File: src/rtl/lqb_pkg.sv
// Shared keypad/display constants and key-index helpers.
package lqb_pkg;

    localparam logic [15:0] TICK_MAX_1MS = 16'd49_999;
    localparam logic [3:0]  KEY_NONE     = 4'd0;

    // ORing indices gives the set-bit position when exactly one bit is set.
    function automatic logic [3:0] onehot_to_idx(input logic [15:0] vec);
        logic [3:0] idx;
        idx = 4'd0;
        for (int i = 0; i < 16; i++) begin
            idx = idx | (vec[i] ? 4'(i) : 4'd0);
        end
        return idx;
    endfunction

    function automatic logic is_onehot(input logic [15:0] vec);
        return (vec != 16'd0) && ((vec & (vec - 16'd1)) == 16'd0);
    endfunction

endpackage

File: src/rtl/tick_gen.sv
// Free-running divider: one-cycle tick every TICK_MAX+1 clocks.
module tick_gen
    import lqb_pkg::*;
#(
    parameter logic [15:0] TICK_MAX = TICK_MAX_1MS
) (
    input  logic sclk,
    input  logic nrst,
    output logic tick
);

    logic [15:0] cnt_q;
    logic [15:0] cnt_d;

    // Wrap the counter at its terminal count.
    always_comb begin
        cnt_d = cnt_q;
        if (cnt_q == TICK_MAX) begin
            cnt_d = 16'd0;
        end else begin
            cnt_d = cnt_q + 16'd1;
        end
    end

    // Counter register.
    always_ff @(posedge sclk or negedge nrst) begin
        if (!nrst) begin
            cnt_q <= 16'd0;
        end else begin
            cnt_q <= cnt_d;
        end
    end

    assign tick = (cnt_q == TICK_MAX);

endmodule

File: src/rtl/matkey_scan.sv
// 4x4 keypad scanner: column drive, frame capture, whole-frame debounce,
// single-key press events.
module matkey_scan
    import lqb_pkg::*;
#(
    parameter logic [15:0] TICK_MAX   = TICK_MAX_1MS,
    parameter logic [3:0]  DEB_FRAMES = 4'd4
) (
    input  logic       sclk,
    input  logic       nrst,
    input  logic [3:0] row_in,
    output logic [3:0] col_out,
    output logic [3:0] key_code,
    output logic       key_valid,
    output logic       key_down
);

    logic        tick_s;
    logic [3:0]  row_meta_q, row_sync_q;
    logic [1:0]  col_idx_q;
    logic [15:0] snap_q, frame_q, prev_q, deb_q, deb_old_q;
    logic        frame_ld_q, eval_q, upd_q;
    logic [3:0]  stable_q, stable_d;
    logic        accept_s;
    logic [3:0]  key_code_q;
    logic        key_valid_q, key_down_q;

    tick_gen #(.TICK_MAX(TICK_MAX)) u_tick (
        .sclk (sclk),
        .nrst (nrst),
        .tick (tick_s)
    );

    // Rows idle high; the synchronizer resets to the no-key level.
    always_ff @(posedge sclk or negedge nrst) begin
        if (!nrst) begin
            row_meta_q <= 4'hF;
            row_sync_q <= 4'hF;
        end else begin
            row_meta_q <= row_in;
            row_sync_q <= row_meta_q;
        end
    end

    // Sample the driven column at the end of its dwell, then move on.
    always_ff @(posedge sclk or negedge nrst) begin
        if (!nrst) begin
            col_idx_q  <= 2'd0;
            snap_q     <= 16'd0;
            frame_ld_q <= 1'b0;
        end else begin
            frame_ld_q <= tick_s && (col_idx_q == 2'd3);
            if (tick_s) begin
                for (int r = 0; r < 4; r++) begin
                    snap_q[{r[1:0], col_idx_q}] <= ~row_sync_q[r];
                end
                col_idx_q <= col_idx_q + 2'd1;
            end
        end
    end

    assign col_out = ~(4'b0001 << col_idx_q);

    // Count consecutive identical frames, saturating at the threshold.
    always_comb begin
        stable_d = stable_q;
        if (frame_q == prev_q) begin
            if (stable_q == DEB_FRAMES) begin
                stable_d = stable_q;
            end else begin
                stable_d = stable_q + 4'd1;
            end
        end else begin
            stable_d = 4'd0;
        end
        accept_s = (stable_d == DEB_FRAMES) && (stable_q != DEB_FRAMES);
    end

    // Frame load, debounce evaluation and event registration pipeline.
    always_ff @(posedge sclk or negedge nrst) begin
        if (!nrst) begin
            frame_q     <= 16'd0;
            eval_q      <= 1'b0;
            prev_q      <= 16'd0;
            stable_q    <= 4'd0;
            deb_q       <= 16'd0;
            deb_old_q   <= 16'd0;
            upd_q       <= 1'b0;
            key_code_q  <= KEY_NONE;
            key_valid_q <= 1'b0;
            key_down_q  <= 1'b0;
        end else begin
            eval_q <= frame_ld_q;
            if (frame_ld_q) begin
                frame_q <= snap_q;
            end
            upd_q <= eval_q && accept_s;
            if (eval_q) begin
                stable_q <= stable_d;
                prev_q   <= frame_q;
                if (accept_s) begin
                    deb_q     <= frame_q;
                    deb_old_q <= deb_q;
                end
            end
            // A press is reported only when coming from a fully released pad.
            key_valid_q <= upd_q && (deb_old_q == 16'd0) && is_onehot(deb_q);
            if (upd_q && (deb_old_q == 16'd0) && is_onehot(deb_q)) begin
                key_code_q <= onehot_to_idx(deb_q);
            end
            key_down_q <= |deb_q;
        end
    end

    assign key_code  = key_code_q;
    assign key_valid = key_valid_q;
    assign key_down  = key_down_q;

endmodule
File: config.mk
export PLATFORM = sky130hd
export DESIGN_NAME = matkey_scan
export DESIGN_NICKNAME = d
export VERILOG_FILES = /design/src/rtl/lqb_pkg.sv /design/src/rtl/tick_gen.sv /design/src/rtl/matkey_scan.sv
export SDC_FILE = /design/constraint.sdc
export NUM_CORES = 1
export LEC_CHECK = 0
export CAP_MARGIN = 15
export CORE_MARGIN = 2
export CORE_UTILIZATION = 55
export CTS_CLUSTER_SIZE = 30
export DETAILED_ROUTE_END_ITERATION = 10
export PLACE_DENSITY = 0.75
export SYNTH_ARGS = -nofsm -noshare
export SYNTH_HDL_FRONTEND = slang
export SYNTH_SLANG_ARGS = --single-unit
File: constraint.sdc
create_clock -name sclk -period 2.4 [get_ports sclk]
set_clock_uncertainty 0.15 [all_clocks]
set_input_delay 0.48 -clock sclk [delete_from_list [all_inputs] [get_ports sclk]]
set_output_delay 0.48 -clock sclk [all_outputs]
set_load 0.03 [all_outputs]
**Word level (Yosys, flattened, before mapping)**

Index checks and enable logic that the tools add are counted.

- Equality and inequality tests: 6
- Shift-type cells: 1
- Mux-type cells: 30
- Reductions and logical operators: 15
- Bitwise logic cells: 20
- Magnitude comparators: 8
- Add/subtract/negate cells: 4

Operator list:

| operator | number |
|---|---|
| $bwmux 16 | 4 |
| $mux 4 | 10 |
| $logic_not 16->1 | 2 |
| $or 4x4->4 | 7 |
| $add 16x1->16 const B | 1 |
| $and 16x16->16 | 1 |
| $eq 16x16->1 | 1 |
| $eq 16x16->1 const B | 1 |
| $mux 16 | 1 |
| $reduce_bool 16->1 | 1 |
| $reduce_or 16->1 | 1 |
| $sub 16x1->16 const B | 1 |
| $mux 3 | 4 |
| $logic_and 1x1->1 | 10 |
| $lt 4x5->1 const B | 2 |
| $or 3x3->3 | 3 |
| $demux 1 s2 | 4 |
| $eq 4x3->1 const B | 2 |
| $ge 4x1->1 const B | 2 |
| $lt 2x5->1 const B | 1 |
| $lt 3x5->1 const B | 1 |
| $mux 1 | 5 |
| $add 4x1->4 const B | 1 |
| $mux 2 | 2 |
| other kinds (13) | 16 |

- Output and inout port bits: 10
- Input port bits: 6
- Flip-flop bits (word level): 119
- Logic and storage cells: 100

**Logic depth before layout (Yosys ltp)**

- Depth after elaboration: 15
- Gate-level depth with buffers: 8
- Gate-level depth less buffers: 7

**Hierarchy**

Synthesis repeated with hierarchy kept, for this count alone.

- Cell total of the unflattened synthesis: 413
- Area, all modules: 5149.9 sq um

By module, submodules not included:

| module | area an instance (sq um) | times used | cells an instance | seq. area each (sq um) |
|---|---|---|---|---|
| matkey_scan | 4388.0 | 1 | 346 | 2587.5 |
| tick_gen | 762.0 | 1 | 67 | 400.4 |

**Least setup slack after synthesis**

Ideal clock, no wire load.

- Path type: reg-to-reg
- From: reg stable_q[0]
- To: reg deb_q[0]
- Arrival: 2030 ps
- Data required time: 2125 ps
- Period minus slack after synthesis: 2305 ps
- Path buffers: 1
- Setup time: 125 ps
- Cell stages (with the launch flop): 9
- Setup slack: 95 ps
- Path through: dfrtp_1 > inv_1 > ha_1 > or3_1 > a21oi_1 > a22oi_1 > nor3b_4 > buf_6 > mux2_2

- Cells in the longest elaborated chain, start to end: 6
- Elaborated cells between the ends (all ways): 8
- Classes of those cells: 1 x add/sub; 3 x eq/ne; 2 x mux; 2 x reduce/logical

Ends and longest elaborated chain:

| item | line | source |
|---|---|---|
| start: declaration | matkey_scan.sv:23 | `logic [3:0] stable_q, stable_d;` |
| start signal: assignment | matkey_scan.sv:99 | `stable_q <= stable_d;` |
| $add 4x1->4 or $eq 4x3->1 (tied branches) | matkey_scan.sv:71, matkey_scan.sv:68 |  |
| $mux 4 | matkey_scan.sv:68 | `if (stable_q == DEB_FRAMES) begin` |
| $mux 4 | matkey_scan.sv:67 | `if (frame_q == prev_q) begin` |
| $eq 4x3->1 | matkey_scan.sv:76 | `accept_s = (stable_d == DEB_FRAMES) && (stable_q != DEB_FRAMES);` |
| $logic_and 1x1->1 * | matkey_scan.sv:76 |  |
| $reduce_and 2->1 (no line) * | - |  |
| end signal: assignment | matkey_scan.sv:102 | `deb_q <= frame_q;` |
| end: declaration | matkey_scan.sv:21 | `logic [15:0] snap_q, frame_q, prev_q, deb_q, deb_old_q;` |

Every way passes the cells marked *; elsewhere a longest branch is shown, timed or not.
A chain may end at the register's enable or synchronous reset.

**Final worst setup path**

- From: reg deb_q[5]
- To: reg key_code_q[1] (netlist: key_code[1])

- Cells in the longest elaborated chain, start to end: 5
- Elaborated cells between the ends (all ways): 6
- Classes of those cells: 1 x add/sub; 1 x bitwise; 4 x reduce/logical

Ends and longest elaborated chain:

| item | line | source |
|---|---|---|
| $sub 16x1->16 | lqb_pkg.sv:18 | `return (vec != 16'd0) && ((vec & (vec - 16'd1)) == 16'd0);` |
| $and 16x16->16 | lqb_pkg.sv:18 |  |
| $logic_not 16->1 | lqb_pkg.sv:18 |  |
| $logic_and 1x1->1 * | lqb_pkg.sv:18 |  |
| $logic_and 1x1->1 * | matkey_scan.sv:108 | `if (upd_q && (deb_old_q == 16'd0) && is_onehot(deb_q)) begin` |
| end signal: assignment | matkey_scan.sv:109 | `key_code_q <= onehot_to_idx(deb_q);` |
| end: declaration | matkey_scan.sv:25 | `logic [3:0] key_code_q;` |

Marks and branches as above.

==> flow_metrics.tcl <==
set metrics [dict create \
    fmax_ghz 0.4157 \
    seqPwrFrac_pct 43.0 \
    grt_util_met3_pct 5.245 \
    drtPass1Iterations 4 \
    start_kind "flop" \
    power.leakage_uw 0.003086 \
    seq_area_sq_um 2989 \
    p_per_area_nw_per_um2 749.1 \
    cp_max_fo 6 \
    relSlewSlack_pct 54.11 \
    clk_latency_ns 0.51 \
    p_total_uw 4708 \
    totalWireLength_um 10110 \
    drive_above_1_share_pct 28.87 \
    clk_pin_slew_ns 0.06 \
    port_buffers 15 \
    yosysMostFrequentCell "dfrtp_1" \
    multiInputGateArea_sq_um 2066 \
    cts_max_level 4 \
    yosysSeqAreaShare_pct 57.42 \
    synth_seq_cells 119 \
    syn-num-nets 426 \
    ant_nets 0 \
    crit_path_end_kind "flop" \
    clock_path_buffers 2 \
    dieArea_sq_um 10260 \
    whs_ns 0.2055 \
    cts_made_buffers 17 \
    postSynthCellCount 413 \
    cp.required_ns 2.64 \
    diodes 0 \
    grt_usage_pct 21.25 \
    finalSetupTns_ns -0.005870 \
    setup_ws_ns -0.005870 \
    setup_viol 1 \
    drt_iter0_markers 138 \
    synthTopCellsByCount "dfrtp_1 (111), mux2_2 (63), inv_1 (28)" \
    hold_class "reg2reg" \
    ys_types 40 \
    slew_violations 0 \
    p_int_uw 3661 \
    grt_pass1_vias 3406 \
    grt_pass1_wl_um 16730 \
    gr-usage-met2_pct 34.39 \
    syn_area_per_cell_sq_um 12.60 \
    cts_tree "built" \
    die_w_um 101.3 \
    dr_total_vias 3317 \
    row_count 35 \
    async_reset_ff_share_pct 100.0 \
    clock-sinks 119 \
    grt.overflow.total 0 \
    worstMarginPinSlew_ns 0.6883 \
    grt_use_met1_pct 27.85 \
    viasPerCell 5.699 \
    maxCapViolCount 0 \
    cp_data_arrival_time_ns 2.65 \
    p_sw_share_pct 22.23 \
    hold_viol_final 0 \
    period_share_pct 100.2 \
    antenna_found_initial 0 \
    min_period_ns 2.406 \
    drc 0 \
    yosys_most_used_dff "dfrtp_1" \
    place_hpwl_um 6131 \
    dp_cells 543 \
    ios 16 \
    p_switching_uw 1047 \
    gp_congestion 0.9309 \
    synth_edf_count 0 \
    yosys_warnings 0 \
    synth_area_sq_um 5204 \
    grt.busiest_layer "met2" \
    grt_max_degree 120 \
    die_y_um 101.3 \
    clkPwrFrac_pct 55.9 \
    power_frac_comb_pct 1.1 \
    synth_top_cell_area_share_pct 53.38 \
    violations "setup timing" \
    path_class "reg2reg" \
    synth_top_cells_by_area "dfrtp_1 (53%), mux2_2 (14%), xnor2_1 (4.2%), dfstp_2 (4.0%), mux2i_1 (3.1%)" \
    core_sq_um 9196 \
    num-nets-final 471 \
    ir_drop_mv 0.5761 \
    fill_cells 649 \
    status "complete, but fails checks" \
    fin_cells 582 \
    netlist.top_cell.by_area "dfrtp_1" \
    start_util_pct 56.59 \
    ctsRootBufferMaster "clkbuf_8" \
    wl_per_cell_um 17.37 \
    area_growth_pct 20.77 \
]
-- per-stage QoR --
step                      setup WS (ns)  area (sq um)  util (%)
after detailed placement        0.07700          5568     60.54
final                         -0.005870          6285     68.34
after floorplan                 0.09512          5204         -
after global placement           0.1399          5568     60.54
after global routing           -0.06868          6285     68.34
after CTS                       0.05816          6191     67.32
-- sequential cells by signal, indices dropped and copies added, names as in the netlist, 2 cells and up --
| name | count |
|---|---|
| u_tick.cnt_q | 16 |
| deb_old_q | 16 |
| col_idx_q | 2 |
| row_meta_q | 4 |
| key_code | 4 |
| stable_q | 4 |
| prev_q | 16 |
| snap_q | 16 |
| deb_q | 16 |
| frame_q | 16 |
| row_sync_q | 4 |
-- what timing repair did --
item	in CTS	in global routing
gates resized for setup	4	6
setup buffers	0	4
gates cloned	0	2
endpoints found under the hold margin	111	0
setup endpoints to repair	4	33
hold buffers	1	0
pin swaps	0	3
-- final timing paths --
check	from	to	slack, ns	cells after the start
min in group asynchronous	nrst	deb_old_q[1]	0.45	3
hold reg to reg	row_meta_q[0]	row_sync_q[0]	0.21	0
max in group asynchronous	nrst	frame_q[12]	1.15	3
hold / removal	row_meta_q[0]	row_sync_q[0]	0.21	0
setup reg to reg	deb_q[5]	key_code[1]	-0.006	6
setup / recovery	deb_q[5]	key_code[1]	-0.006	6
-- worst max-delay path, cell delays in order (launching register included) --
cell	delay [ns]
dfrtp_1	0.45
nor4_1	0.50
a31oi_1	0.19
nor4_1	0.35
o2111ai_1	0.18
buf_4	0.20
mux2_2	0.27
-- placed cells by master (no fill, tap or decap), types with 5 or more instances in the layout --
master,n
nand3_1,11
nor2_1,22
dfrtp_1,110
dfstp_2,8
o21ai_0,6
nand4_1,9
mux2_2,63
inv_6,6
mux2i_1,16
nand2_1,20
mux2_1,5
xor2_1,7
nor4_1,12
buf_4,18
a21oi_1,5
xnor2_1,24
inv_1,28
clkbuf_16,17
ha_1,7
nor3_1,10
clkdlybuf4s50_1,10
-- power groups by stage --
stage,Combinational (uW),Clock (uW),Sequential (uW)
CTS,52.9,2670,2020
detailed placement,51.8,0,2060
floorplan,0.706,0,2060
finish,49.7,2630,2020
global route,59.5,2760,2020
global placement,51.2,0,2060
-- logic make-up after synthesis --
family,synth area share (%)
AOI/OAI and AO/OA,3.222
xor gates and xnor gates,5.386
adders and majority gates,1.683
buffers and inverters,3.318
and+or+nand+nor,11.18
DFF,57.42
muxes,17.79
-- routing by layer --
layer	share of wire (%)	vias up	wire length, um
li1	-	1532	-
met1	44	1702	4448
met3	3.6	12	360
met4	0.99	0	100
met2	51	71	5201
met5	0	-	0
-- layout make-up --
type,count,share of cell area [%]
multi-input cells,254,32.87
repair buffers,38,5.853
clock buffers,17,6.590
clock inverters,15,3.245
flip-flops and latches,119,47.56
inverters,28,1.672
well taps,111,2.210
Note: power is estimated with default switching activity, not from simulation.
